## config.mk

```make
export PLATFORM = sky130hd
export DESIGN_NAME = wib_power_sequencer
export DESIGN_NICKNAME = d
export VERILOG_FILES = /design/src/rtl/wib_power_sequencer.sv
export SDC_FILE = /design/constraint.sdc
export NUM_CORES = 1
export LEC_CHECK = 0
export BUFFER_PORTS_ARGS = -buffer_cell sky130_fd_sc_hd__buf_2
export CAP_MARGIN = 10
export CORE_UTILIZATION = 36
export CTS_BUF_LIST = sky130_fd_sc_hd__clkbuf_4 sky130_fd_sc_hd__clkbuf_8
export DETAILED_ROUTE_END_ITERATION = 10
export RECOVER_POWER = 100
export SLEW_MARGIN = 20
export SYNTH_ARGS = -nofsm -noshare
export SYNTH_HDL_FRONTEND = slang
export SYNTH_SLANG_ARGS = --single-unit
export TNS_END_PERCENT = 30
```

## constraint.sdc

```tcl
create_clock -name clk_axi -period 6.6 [get_ports clk_axi]
set_input_delay 1.32 -clock clk_axi [delete_from_list [all_inputs] [get_ports clk_axi]]
set_output_delay 1.32 -clock clk_axi [all_outputs]
set_load 0.02 [all_outputs]
```

## src/rtl/wib_power_sequencer.sv

```systemverilog
// Staggered 12 V WIB rail sequencer: one channel ramps at a time, per-channel
// filtered IV-alert fault latch, and on/fault status for the register block.
module wib_power_sequencer #(
  parameter int unsigned N_CH        = 6,
  parameter int unsigned STAGGER_CYC = 1000000,
  parameter int unsigned ALERT_FILT  = 16
) (
  input  logic            clk_axi,
  input  logic            rst_n,
  input  logic [N_CH-1:0] en_req,
  input  logic            fault_clr,
  input  logic [N_CH-1:0] alert_n,
  output logic [N_CH-1:0] vp12_en,
  output logic [N_CH-1:0] ch_on,
  output logic [N_CH-1:0] ch_fault,
  output logic            busy
);

  localparam int unsigned CW = (STAGGER_CYC > 1) ? $clog2(STAGGER_CYC) : 1;
  localparam int unsigned FW = $clog2(ALERT_FILT + 1);
  localparam int unsigned IW = (N_CH > 1) ? $clog2(N_CH) : 1;
  localparam logic [CW-1:0] CNT_LOAD  = CW'(STAGGER_CYC - 1);
  localparam logic [FW-1:0] FILT_MAX  = FW'(ALERT_FILT);
  localparam logic [FW-1:0] FILT_LAST = FW'(ALERT_FILT - 1);

  typedef enum logic {IDLE, RAMP} state_t;

  state_t          state, state_nxt;
  logic [CW-1:0]   cnt, cnt_nxt;
  logic [IW-1:0]   cur, cur_nxt;
  logic [N_CH-1:0] en_s1, en_s, al_s1, al_s;
  logic            fc_s1, fc_s, fc_d, clr_edge;
  logic [N_CH-1:0] en_q, en_nxt, fault_q, fault_nxt, fault_set;
  logic [N_CH-1:0] pending, start, cur_oh;
  logic [FW-1:0]   filt [N_CH];
  logic [FW-1:0]   filt_nxt [N_CH];
  logic            abort, found;

  always_ff @(posedge clk_axi or negedge rst_n) begin
    if (!rst_n) begin
      en_s1 <= '0;
      en_s  <= '0;
      al_s1 <= '1;
      al_s  <= '1;
      fc_s1 <= 1'b0;
      fc_s  <= 1'b0;
      fc_d  <= 1'b0;
    end else begin
      en_s1 <= en_req;
      en_s  <= en_s1;
      al_s1 <= alert_n;
      al_s  <= al_s1;
      fc_s1 <= fault_clr;
      fc_s  <= fc_s1;
      fc_d  <= fc_s;
    end
  end

  assign clr_edge = fc_s & ~fc_d;
  assign pending  = en_s & ~en_q & ~fault_q;
  assign busy     = (state == RAMP);
  assign cur_oh   = busy ? (N_CH'(1) << cur) : '0;

  // Filter counts only while the rail is driven; the fault fires on the edge
  // the count reaches ALERT_FILT.
  always_comb begin
    for (int unsigned i = 0; i < N_CH; i++) begin
      fault_set[i] = 1'b0;
      filt_nxt[i]  = '0;
      if (en_q[i] && !al_s[i]) begin
        fault_set[i] = (filt[i] == FILT_LAST);
        filt_nxt[i]  = (filt[i] == FILT_MAX) ? filt[i] : filt[i] + FW'(1);
      end
    end
  end

  always_comb begin
    state_nxt = state;
    cnt_nxt   = cnt;
    cur_nxt   = cur;
    start     = '0;
    found     = 1'b0;
    abort     = 1'b0;
    case (state)
      IDLE: begin
        for (int unsigned i = 0; i < N_CH; i++) begin
          if (pending[i] && !found) begin
            found     = 1'b1;
            start[i]  = 1'b1;
            cur_nxt   = IW'(i);
          end
        end
        if (found) begin
          state_nxt = RAMP;
          cnt_nxt   = CNT_LOAD;
        end
      end
      RAMP: begin
        abort = ~|(cur_oh & en_s) | |(cur_oh & (fault_q | fault_set));
        if (abort) begin
          state_nxt = IDLE;
          cnt_nxt   = '0;
        end else if (cnt == '0) begin
          state_nxt = IDLE;
        end else begin
          cnt_nxt = cnt - CW'(1);
        end
      end
      default: state_nxt = IDLE;
    endcase
    en_nxt    = (en_q & en_s & ~fault_set) | start;
    fault_nxt = (fault_q & ~{N_CH{clr_edge}}) | fault_set;
  end

  always_ff @(posedge clk_axi or negedge rst_n) begin
    if (!rst_n) begin
      state   <= IDLE;
      cnt     <= '0;
      cur     <= '0;
      en_q    <= '0;
      fault_q <= '0;
      for (int unsigned i = 0; i < N_CH; i++) filt[i] <= '0;
    end else begin
      state   <= state_nxt;
      cnt     <= cnt_nxt;
      cur     <= cur_nxt;
      en_q    <= en_nxt;
      fault_q <= fault_nxt;
      for (int unsigned i = 0; i < N_CH; i++) filt[i] <= filt_nxt[i];
    end
  end

  assign vp12_en  = en_q;
  assign ch_fault = fault_q;
  assign ch_on    = en_q & ~cur_oh;

endmodule
```

==> impl_metrics.env, run 1 <==
export IMPL_crit_end="ch_on[5]"
export IMPL_dieArea_um2=12800
export IMPL_fin_ws_ns=3.032
export IMPL_min_period_over_period=0.5406
export IMPL_instances_no_fill=622
export IMPL_drt_pass1_iter_count=4
export IMPL_worst_pin_slew_ns=2.157
export IMPL_setup_tns_ns=0
export IMPL_status="finished with violations"
export IMPL_worstPathArrival_ns=2.25
export IMPL_finClkSkew_ns=0.01175
export IMPL_cp_max_fo=28
export IMPL_violations="capacitance limit, slew limit"
export IMPL_synth_area_per_cell_um2=10.29
export IMPL_maxCapViolCount=1
export IMPL_grt_max_degree=54
export IMPL_worstPathRequired_ns=5.28
export IMPL_fin_util=0.4106
export IMPL_ant_nets=0
export IMPL_setup_viol=0
export IMPL_clock_latency_ns=0.37
export IMPL_antenna_cells=0
export IMPL_portBuffers=33
export IMPL_dp_worst_setup_slack_ns=3.514
export IMPL_core_rowCount=40
export IMPL_avgRoutedWirePerCell_um=14.05
export IMPL_reg2reg_to="cnt[14]"
export IMPL_area_growth_syn_to_layout_pct=10.92
export IMPL_layout_min_cycle_time_ns=3.568
export IMPL_gp_congestion=0.8161
export IMPL_drt_initial_drc_count=134
export IMPL_design_area_um2=4932
export IMPL_p_per_area_nw_per_um2=315.4
export IMPL_grt_total_usage=0.1543
export IMPL_hold_start="al_s1[5]"
export IMPL_grt_pass1_wl_um=15500
export IMPL_slew_violations=42
export IMPL_remaining_drc_errors=0
export IMPL_synthDistinctLibCells=52
export IMPL_critPathMaxStageDelay_ns=0.92
export IMPL_synth_top_area_share=0.4558
export IMPL_grt_pass1_vias=3190
export IMPL_crit_path_end_kind="output pin"
export IMPL_clk_path_buf_depth=2
export IMPL_antenna_found_initial=0
export IMPL_synth_area_top_cells="dfrtp_1, dfstp_2, ha_1"
export IMPL_via_per_inst=5.161
export IMPL_fillers=1183
export IMPL_synthesis_instances=432
export IMPL_synth_common_cells="dfrtp_1, nand2_1, nor2_1, inv_1, ha_1"
export IMPL_startpoint_type="flop"
export IMPL_critPathLaunch="busy"
export IMPL_clk_pin_slew_worst_paths_ns=0.09
export IMPL_placed_cell_area_um2=4777
export IMPL_critPathSlowestCell="dfrtp_1"
export IMPL_layout_drive_gt1_share=0.1116
export IMPL_routed_wl_um=8742
export IMPL_cp_depth=4
export IMPL_syn_area_um2=4447
export IMPL_worstPathCellList="nand2_1 > or2_2 > and2_1 > clkbuf_1"
export IMPL_async_reset_ff_frac=1.000
export IMPL_cts_sinks=93
export IMPL_yosys_area_top_type="dfrtp_1"
export IMPL_synth_most_common_cell="dfrtp_1"
export IMPL_root_buffer="clkbuf_8"
export IMPL_num_io_pins=34
export IMPL_r2r_cells=6
export IMPL_peakVddDrop_v=0.0001888
export IMPL_overflow=0
export IMPL_postCtsHoldBufs=0
export IMPL_post_cts_buffers=0
export IMPL_ys_flop_type="dfrtp_1"
export IMPL_max_slew_margin_rel=-0.4380
export IMPL_hpwl_um=6234
export IMPL_dp_cells=606
export IMPL_leakage_nw=2.156
export IMPL_yosysSeqAreaShare=0.5267
export IMPL_cp_top_family="flip-flops"
export IMPL_h_tree_depth=3
export IMPL_final_hold_viol_count=0
export IMPL_fmax_ghz=0.2803
export IMPL_dieWidth_um=113.1
export IMPL_grt_setup_unrepaired="false"
export IMPL_crit_buf_inv=1
export IMPL_synth_edf_count=0
export IMPL_die_h_um=113.1
export IMPL_start_util=0.3702
export IMPL_hold_path_class="flop to flop"
export IMPL_ctsResizeCount=0
export IMPL_nets=505
export IMPL_crit_type="flop to output pin"
export IMPL_vias=3210
export IMPL_cts_buffers=9
export IMPL_r2r_start="busy"
export IMPL_coreArea_um2=12010
export IMPL_synth_seq_cells=93
export IMPL_syn_num_nets=467
export IMPL_yosys_warnings=0
export IMPL_cts_tree="yes"
export IMPL_r2r_slack_ns=3.36
[cell usage in the layout (no fill, tap or decap), types with 8 or more instances in the layout]
cell type	synthesis	final
inv_1	32	32
dfstp_2	12	12
a21oi_1	17	17
dfrtp_1	81	81
nor3_1	14	14
nand2_1	39	39
nand2b_1	12	12
clkbuf_8	0	10
buf_2	2	14
and3_1	8	8
nand3_1	18	18
xnor2_1	11	11
clkbuf_1	6	20
ha_1	20	20
o21ai_0	8	13
nor2b_1	8	8
nor2_1	36	36
[metrics by stage]
stage	hold slack, ns	total power [mW]
2_1_floorplan	0.3312	1.095
3_3_place_gp	0.3334	1.207
3_5_place_dp	0.3379	1.219
4_1_cts	0.3580	1.586
5_1_grt	0.3600	1.675
6_report	0.3561	1.555
[routing by layer]
metal | track usage | part of all wire | up-vias | wire length (um)
met4 | 0.05965 | 0.014 | 0 | 125
li1 | - | - | 1595 | -
met2 | 0.2299 | 0.45 | 47 | 3961
met5 | 0 | 0 | - | 0
met3 | 0.05249 | 0.043 | 11 | 379
met1 | 0.2070 | 0.49 | 1557 | 4276
[flip-flops by register name, indices dropped and copies added, names as in the netlist, 3 cells and up]
signal	count
ch_fault	6
al_s	6
filt	30
al_s1	6
cnt	20
en_s	6
vp12_en	6
cur	3
en_s1	6
[worst min path at each step]
stage | to | slack [ns] | cells after the start
2_1_floorplan | en_s[0] | 0.33 | 0
3_3_place_gp | fc_s | 0.33 | 0
3_5_place_dp | fc_s | 0.34 | 0
4_1_cts | al_s[5] | 0.36 | 0
5_1_grt | al_s[5] | 0.36 | 0
6_report | al_s[5] | 0.36 | 0
[where the power goes]
group | switching, mW | internal [mW]
Combinational | 0.260 | 0.187
Clock | 0.197 | 0.158
Sequential | 0.109 | 0.645
[worst register-to-register path: cells and delay by family (launching register included)]
family	cells	cell delay, ns
AND/OR/NAND/NOR	2	0.62
buffers and inverters	1	0.34
AO/OA/AOI/OAI	3	1.28
flip-flops	1	0.92
[logic make-up (layout without fill, tap and decap cells)]
family,count (synthesis),after routing,synth area share
compound gates,80,80,0.1232
buf+inv,41,84,0.03686
xor+xnor,18,18,0.03545
flops,93,93,0.5267
fa+ha+maj,20,20,0.05627
mux,8,8,0.01829
simple gates,172,172,0.2032
[area by class of cell]
type                            count  area (um2)  share of cell area
Timing Repair Buffer               36       160.2             0.03247
Tap cell                          147       183.9             0.03729
Sequential cell                    93        2342              0.4749
Inverter                           32       120.1             0.02435
Clock buffer                       12       152.6             0.03095
Clock inverter                      4       32.53            0.006596
Multi-Input combinational cell    298        1941              0.3935
Note: power is estimated with default switching activity, not from simulation.
==> run 2: changes to the inputs <==
- clock period: 6.6 -> 3.6 ns (I/O delays scaled with it)
==> run 2 against run 1 <==
Effect of this change:
- wire length increased by 1.2%
- highest routed layer unchanged
- register-to-register slack got worse by 2.7 ns
- critical path depth increased by 5
- the run still ends with capacitance limit, slew limit left
- critical endpoint is now cnt[16]
- total power increased by 83%
- final cell count unchanged
- first-iteration DRC count decreased by 2.2%
==> impl_metrics.env, run 2 (synthesis results as in run 1) <==
export IMPL_gp_congestion=0.7769
export IMPL_post_cts_buffers=0
export IMPL_regMostFlops="filt"
export IMPL_min_period_over_period=0.8190
export IMPL_crit_end="cnt[16]"
export IMPL_h_tree_depth=3
export IMPL_fin_ws_ns=0.6517
export IMPL_portBuffers=33
export IMPL_p_seq_frac=0.473
export IMPL_fmax_ghz=0.3392
export IMPL_setup_viol=0
export IMPL_setup_tns_ns=0
export IMPL_area_growth_syn_to_layout_pct=11.09
export IMPL_r2r_slack_ns=0.65
export IMPL_fin_util=0.4113
export IMPL_clkPwrFrac=0.231
export IMPL_vias=3244
export IMPL_fillers=1181
export IMPL_routed_wl_um=8847
export IMPL_via_per_inst=5.215
export IMPL_postCtsHoldBufs=0
export IMPL_max_slew_margin_rel=-0.6929
export IMPL_cp_depth=9
export IMPL_layout_min_cycle_time_ns=2.948
export IMPL_critPathSlowestCell="clkbuf_1"
export IMPL_start_util=0.3702
export IMPL_layout_drive_gt1_share=0.1074
export IMPL_num_io_pins=34
export IMPL_grt_pass1_vias=3251
export IMPL_critPathMaxStageDelay_ns=0.55
export IMPL_worstPathArrival_ns=3.20
export IMPL_cts_buffers=9
export IMPL_r2r_start="filt[11]"
export IMPL_slew_violations=46
export IMPL_crit_buf_inv=1
export IMPL_crit_type="flop to flop"
export IMPL_regArea_um2=2342
export IMPL_hpwl_um=6294
export IMPL_status="finished with violations"
export IMPL_drt_initial_drc_count=131
export IMPL_p_per_area_nw_per_um2=577.2
export IMPL_dieWidth_um=113.1
export IMPL_avgRoutedWirePerCell_um=14.22
export IMPL_dp_worst_setup_slack_ns=0.6721
export IMPL_grt_max_degree=49
export IMPL_design_area_um2=4940
export IMPL_leakage_nw=2.165
export IMPL_grt_pass1_wl_um=15500
export IMPL_worst_pin_slew_ns=2.539
export IMPL_multi_input_area_um2=1934
export IMPL_hold_slack_ns=0.3457
export IMPL_cp_max_fo=14
export IMPL_violations="capacitance limit, slew limit"
export IMPL_final_hold_viol_count=0
export IMPL_cts_sinks=93
export IMPL_dieArea_um2=12800
export IMPL_antenna_found_initial=0
export IMPL_nets=506
export IMPL_reg2reg_to="cnt[16]"
export IMPL_largestRegisters="filt x30, cnt x20"
export IMPL_layout_common_cells="dfrtp_1, nand2_1, nor2_1, inv_1, clkbuf_1"
export IMPL_die_h_um=113.1
export IMPL_overflow=0
export IMPL_worstPathCellList="ha_1 > and3_1 > ha_1 > a21oi_1 > o32ai_1 > nor4_1 > clkbuf_1 > nand2_1 > o311ai_0"
export IMPL_r2r_cells=9
export IMPL_clk_pin_slew_worst_paths_ns=0.10
export IMPL_mostFrequentLayoutCell="dfrtp_1"
export IMPL_ctsResizeCount=0
export IMPL_critPathLaunch="filt[11]"
export IMPL_placed_cell_area_um2=4797
export IMPL_grt_total_usage=0.1516
export IMPL_peakVddDrop_v=0.0003660
export IMPL_finClkSkew_ns=0.01556
export IMPL_combinationalPowerShare=0.297
export IMPL_remaining_drc_errors=0
export IMPL_drt_pass1_iter_count=4
export IMPL_core_rowCount=40
export IMPL_largest_register_ffs=30
export IMPL_cts_tree="yes"
export IMPL_startpoint_type="flop"
export IMPL_crit_path_end_kind="flop"
export IMPL_coreArea_um2=12010
export IMPL_path_common_cell="ha_1"
export IMPL_swShare=0.3625
export IMPL_p_sw_mw=1.034
export IMPL_root_buffer="clkbuf_8"
export IMPL_clk_path_buf_depth=2
export IMPL_p_int_mw=1.818
export IMPL_grt_setup_unrepaired="false"
export IMPL_cp_top_family="simple AND/OR/NAND/NOR gates"
export IMPL_clock_latency_ns=0.37
export IMPL_ant_nets=0
export IMPL_hold_path_class="flop to flop"
export IMPL_worstPathRequired_ns=3.85
export IMPL_antenna_cells=0
export IMPL_maxCapViolCount=1
## run 2: cell types whose count changed in the layout (fill, tap and decap cells not counted), sizes merged
cell / previous run / this run
clkinv: 0 / 2
clkinvlp: 2 / 0
## run 2: area by class of cell
cell class                 count  share of cell area
inverter                      32             0.02432
multi-input combinational    298              0.3916
timing repair buffer          37             0.03571
clock buffer                  11             0.03065
clock inverter                 4            0.006332
sequential                    93              0.4742
tap                          147             0.03723
## run 2: worst register-to-register path: stages (launching register included)
cell and delay [ns]:
dfrtp_1 0.42, ha_1 0.21, and3_1 0.19, ha_1 0.19, a21oi_1 0.22, o32ai_1 0.14
nor4_1 0.43, clkbuf_1 0.55, nand2_1 0.14, o311ai_0 0.34
## run 2: power by group through the flow
stage | Combinational (mW) | Sequential [mW] | Clock, mW
after floorplan | 0.677 | 1.33 | 0
after global placement | 0.862 | 1.36 | 0
after detailed placement | 0.876 | 1.37 | 0
after CTS | 0.881 | 1.35 | 0.692
after global routing | 0.966 | 1.38 | 0.725
final | 0.846 | 1.35 | 0.658
## run 2: worst min-delay path by stage
stage                     cells past startpoint  startpoint  endpoint  slack (ns)
after floorplan                               0    en_s1[0]   en_s[0]        0.33
after global placement                        0       fc_s1      fc_s        0.33
after detailed placement                      0    en_s1[2]   en_s[2]        0.33
after CTS                                     1       rst_n  filt[18]        0.35
after global routing                          0    al_s1[3]   al_s[3]        0.36
final                                         0    al_s1[3]   al_s[3]        0.35
## run 2: per-layer routing
| metal | vias to the layer above | global-route usage | wire [um] |
|---|---|---|---|
| li1 | 1597 | - | - |
| met1 | 1601 | 0.1987 | 4318 |
| met2 | 37 | 0.2442 | 4113 |
| met3 | 9 | 0.04124 | 294 |
| met4 | 0 | 0.04737 | 120 |
| met5 | - | 0 | 0 |
## run 2: stage by stage
step,power [mW],instances
after floorplan,2.007,432
after global placement,2.222,607
after detailed placement,2.242,607
after CTS,2.919,622
after global routing,3.068,622
final,2.851,622
